===== src/rtl/pipe_stage_reg.sv =====
// Elastic pipeline register: valid/ready stage with one-entry skid buffer, 1-cycle latency, registered in_ready.
// Optional PIPE_STAGE_PERF_EN adds the saturating stall_count back-pressure counter.
module pipe_stage_reg #(
  parameter int unsigned      WIDTH     = 32,
  parameter logic [WIDTH-1:0] RESET_VAL = '0
) (
  input  logic             clk,
  input  logic             nrst,
  input  logic             flush,
  input  logic             in_valid,
  output logic             in_ready,
  input  logic [WIDTH-1:0] in_data,
  output logic             out_valid,
  input  logic             out_ready,
  output logic [WIDTH-1:0] out_data
`ifdef PIPE_STAGE_PERF_EN
  ,
  output logic [31:0]      stall_count
`endif
);

  typedef enum logic [1:0] {
    S_EMPTY,
    S_ONE,
    S_FULL
  } state_t;

  state_t           r_state;
  state_t           w_state_nxt;
  logic [WIDTH-1:0] r_main;
  logic [WIDTH-1:0] r_skid;
  logic [WIDTH-1:0] w_main_nxt;
  logic [WIDTH-1:0] w_skid_nxt;
  logic             r_in_ready;
  logic             r_out_valid;
  logic             w_up_acc;
  logic             w_dn_acc;

  assign w_up_acc = in_valid && r_in_ready;
  assign w_dn_acc = r_out_valid && out_ready;

  always_comb begin
    w_state_nxt = r_state;
    w_main_nxt  = r_main;
    w_skid_nxt  = r_skid;
    if (flush) begin
      w_state_nxt = S_EMPTY;
      w_main_nxt  = RESET_VAL;
      w_skid_nxt  = RESET_VAL;
    end else begin
      case (r_state)
        S_EMPTY: begin
          if (w_up_acc) begin
            w_state_nxt = S_ONE;
            w_main_nxt  = in_data;
          end
        end
        S_ONE: begin
          if (w_up_acc && w_dn_acc) begin
            w_main_nxt = in_data;
          end else if (w_up_acc) begin
            w_state_nxt = S_FULL;
            w_skid_nxt  = in_data;
          end else if (w_dn_acc) begin
            w_state_nxt = S_EMPTY;
          end
        end
        S_FULL: begin
          // in_ready is low here, so only the skid-to-main move can happen
          if (w_dn_acc) begin
            w_state_nxt = S_ONE;
            w_main_nxt  = r_skid;
          end
        end
        default: w_state_nxt = S_EMPTY;
      endcase
    end
  end

  always_ff @(posedge clk) begin
    if (!nrst) begin
      r_state     <= S_EMPTY;
      r_main      <= RESET_VAL;
      r_skid      <= RESET_VAL;
      r_in_ready  <= 1'b1;
      r_out_valid <= 1'b0;
    end else begin
      r_state     <= w_state_nxt;
      r_main      <= w_main_nxt;
      r_skid      <= w_skid_nxt;
      r_in_ready  <= (w_state_nxt != S_FULL);
      r_out_valid <= (w_state_nxt != S_EMPTY);
    end
  end

  assign in_ready  = r_in_ready;
  assign out_valid = r_out_valid;
  assign out_data  = r_main;

`ifdef PIPE_STAGE_PERF_EN
  logic [31:0] r_stall_cnt;

  // flush never clears the counter; only reset does
  always_ff @(posedge clk) begin
    if (!nrst) begin
      r_stall_cnt <= '0;
    end else if (r_out_valid && !out_ready && !flush && (r_stall_cnt != 32'hFFFF_FFFF)) begin
      r_stall_cnt <= r_stall_cnt + 32'd1;
    end
  end

  assign stall_count = r_stall_cnt;
`endif

endmodule


===== config.mk =====
export PLATFORM = sky130hd
export DESIGN_NAME = pipe_stage_reg
export DESIGN_NICKNAME = d
export VERILOG_FILES = /design/src/rtl/pipe_stage_reg.sv
export SDC_FILE = /design/constraint.sdc
export NUM_CORES = 1
export LEC_CHECK = 0
export BUFFER_PORTS_ARGS = -buffer_cell sky130_fd_sc_hd__buf_2
export CORE_UTILIZATION = 40
export CTS_CLUSTER_SIZE = 40
export DETAILED_ROUTE_END_ITERATION = 8
export SKIP_LAST_GASP = 1
export SLEW_MARGIN = 5
export SYNTH_ARGS = -nofsm -noshare
export SYNTH_HDL_FRONTEND = slang
export SYNTH_SLANG_ARGS = --single-unit

===== constraint.sdc =====
create_clock -name clk -period 1.9 [get_ports clk]
set_clock_uncertainty 0.05 [all_clocks]
set_input_delay 0.285 -clock clk [delete_from_list [all_inputs] [get_ports clk]]
set_output_delay 0.285 -clock clk [all_outputs]
set_load 0.02 [all_outputs]

==> flow_summary.ini <==
[clock_network]
cts_resized = 0
cts-buffers-inserted = 9
cts_tree = done
cts.root.buffer_cell = sky130_fd_sc_hd__clkbuf_8
clockBufferDepth = 2
ctsHtreeMaxLevel = 3
hold_buffers = 0
worst_setup_hold_path_clk_slew_ns = 0.08
post_cts_setup_repair_bufs = 0
insertion_delay_ns = 0.34
clock-sinks = 68

[detailed_routing]
totalWireLength_um = 7830
drc_errors = 0
final_antenna_net_count = 0
drt_first_iter_violations = 200
vias_per_cell = 5.60
route.vias.total = 2698
post_drt_wl_per_cell_um = 16.2
drt_pass1_iterations = 4

[logic_synthesis]
synthesis.area_mm2 = 0.00334
yosys-top-cells-area = sky130_fd_sc_hd__dfxtp_1 41%, sky130_fd_sc_hd__a211oi_2 21%, sky130_fd_sc_hd__mux2i_1 9.6%
area_share_of_the_largest_cell_type_after_synthesis = 0.408
synth_seq_cells = 68
avgSynthCellArea_um2 = 10.5
synth_nets = 355
synthesis.yosys.warnings = 0
synth.yosys.seq_area_share = 0.408
synth_async_sr_flop_share = 0
yosys_most_used_dff = sky130_fd_sc_hd__dfxtp_1
yosys.cell_count.top_type = sky130_fd_sc_hd__dfxtp_1
yosysUniqueCellTypes = 27
synth_top_cell_by_area = sky130_fd_sc_hd__dfxtp_1
cell_count_after_synthesis = 318
synth_top_cells_by_count = 68 x sky130_fd_sc_hd__dfxtp_1, 57 x sky130_fd_sc_hd__a211oi_2, 33 x sky130_fd_sc_hd__a21oi_1, 33 x sky130_fd_sc_hd__o21ai_0
number_of_enable_type_register_cells_in_the_synthesized_netlist = 0

[critical_path]
critical_path.endpoint = out_data[30]$_SDFFE_PP0P_
reg2reg_setup_slack_ns = 0.33
timing_worst_setup_path_type = register to register
crit_path_max_cell_delay_ns = 0.44
crit_start = r_state[0]$_SDFF_PN0_
worstRegToRegCells = 4
worst-endpoint-arrival_ns = 1.77
worst_ep_required_time_ns = 2.10
cpMaxStageDelayCell = sky130_fd_sc_hd__a21boi_4
worstPathCellList = a21boi_4 > o22ai_4 > buf_12 > a211oi_1
setup.worst_path.end_class = register
worst_r2r_startpoint = r_state[0]$_SDFF_PN0_
worstReg2RegEnd = out_data[30]$_SDFFE_PP0P_
cp_startpoint_kind = register
crit_path_max_fanout = 23

[global_routing]
grt_start_max_net_pins = 53
global_route_wire_length_before_repair_um = 12900
grtUsageTotal = 0.190
antenna_violations_before_repair = 0
grt_pass1_vias = 2555
gr_overflow_total = 0

[power_and_ir_drop]
vdd_ir_drop_max_v = 0.000397
power.static_leakage_nw = 1.68
cellPowerDensity_mw_per_mm2 = 876

[sta]
setup_repair_after_global_routing_missed_its_margin = false
max_clock_freq_mhz = 637
layout_min_cycle_time_ns = 1.57
worst_max_slew_margin_expressed_relative_to_the_limit = 0.714
finalSetupViolCount = 0
tightest_slew_ns = 0.429
timing_max_transition_violations_final = 0
final_hold_viol_count = 0
layout_worst_path_cycle_share = 0.826
fin_tns_setup_ns = 0
final.setup.worst_slack_ns = 0.330

[die]
coreArea_mm2 = 0.00789
floorplan.die_area_mm2 = 0.00871
io_pins = 71
std_cell_rows = 32
floorplan.die.width_um = 93.3
floorplan.initialDensity = 0.423
die_h_um = 93.3

[final_layout]
final_nets = 412
final_area_mm2 = 0.00402
final.fill_count = 718
n_antenna_cell = 0
seqCellArea_mm2 = 0.00136
layout_cells_sized_above_1 = 0.434
post-route-util = 0.510
multi_input_comb_area_mm2 = 0.00174
area.growth.synth_to_final_pct = 20.6

[job]
cap_violations = 0

[placed_design]
place.gp.congestion = 0.704
post_dp_cell_area_mm2 = 0.00377
numPortBuffers = 70
post-dp-hpwl_um = 4810
pre_cts_slack_ns = 0.337

[outcome]
outcome = finished, final reports clean

[hold_path]
timing.hold.worst.start = in_data[8]
hold_path_class = input port to register
how the worst min path moves through the flow:
stage,to,slack [ns],cells after the start
2_1_floorplan,r_skid[0]$_SDFFE_PP0P_,0.38,2
3_3_place_gp,r_skid[5]$_SDFFE_PP0P_,0.41,2
3_5_place_dp,r_skid[5]$_SDFFE_PP0P_,0.42,2
6_report,r_skid[8]$_SDFFE_PP0P_,0.15,3
5_1_grt,r_skid[7]$_SDFFE_PP0P_,0.14,3
4_1_cts,r_skid[7]$_SDFFE_PP0P_,0.13,3
metrics by stage:
| stage | std cells | power (mW) | hold slack (ns) |
|---|---|---|---|
| after detailed placement | 466 | 2.04 | 0.416 |
| after floorplan | 318 | 1.88 | 0.383 |
| final | 482 | 3.52 | 0.146 |
| after global routing | 482 | 3.66 | 0.138 |
| after global placement | 466 | 2.03 | 0.410 |
| after CTS | 482 | 3.56 | 0.134 |
area by class of cell:
type                       instances  share of cell area
multi-input combinational        211               0.432
sequential                        68               0.338
timing repair buffer              85               0.134
clock buffer                      11              0.0376
tap                              102              0.0317
clock inverter                     5              0.0264
registers in the layout, summed over array words and instances, names as in the netlist:
name and flops:
out_valid 1, out_data 32, r_skid 32, r_state 2
in_ready 1
cells by family (layout without fill, tap and decap cells):
family,count (synthesis),count (layout),share of synthesized area
compound gates,135,135,0.345
flops,68,68,0.408
simple gates,44,44,0.0739
buf+inv,39,101,0.0769
mux,32,32,0.0960
routing by layer:
layer / share of wire / track usage / vias to the layer above
li1: - / - / 1311
met1: 0.47 / 0.251 / 1313
met2: 0.47 / 0.305 / 69
met3: 0.054 / 0.0593 / 5
met4: 0.0078 / 0.0385 / 0
met5: 0 / 0 / -
layout by cell type, fill, tap and decap left out, drive strengths merged:
cell | netlist | layout
a21oi | 33 | 33
nor3b | 2 | 2
a21boi | 2 | 2
clkbuf | 12 | 11
buf | 27 | 85
a21bo | 1 | 1
clkinvlp | 0 | 1
nand2 | 2 | 2
inv | 0 | 1
nand3b | 1 | 1
a211oi | 64 | 64
o21ai | 33 | 33
nor4bb | 1 | 1
and3b | 1 | 1
nand3 | 32 | 32
nand2b | 2 | 2
or3b | 1 | 1
nand4 | 1 | 1
a21o | 1 | 1
bufinv | 0 | 3
o22ai | 1 | 1
mux2i | 32 | 32
and4b | 1 | 1
dfxtp | 68 | 68
worst max-delay path: cells and delay by family (launching register included):
family                 cells  cell delay, ns
flip-flops                 1            0.42
AO/OA/AOI/OAI              3            0.81
buffers and inverters      1            0.20
report_power, final:
| part | switching, mW | internal [mW] |
|---|---|---|
| sequential | 0.0280 | 1.47 |
| clock | 0.575 | 0.948 |
| combinational | 0.299 | 0.206 |
Note: power is estimated with default switching activity, not from simulation.
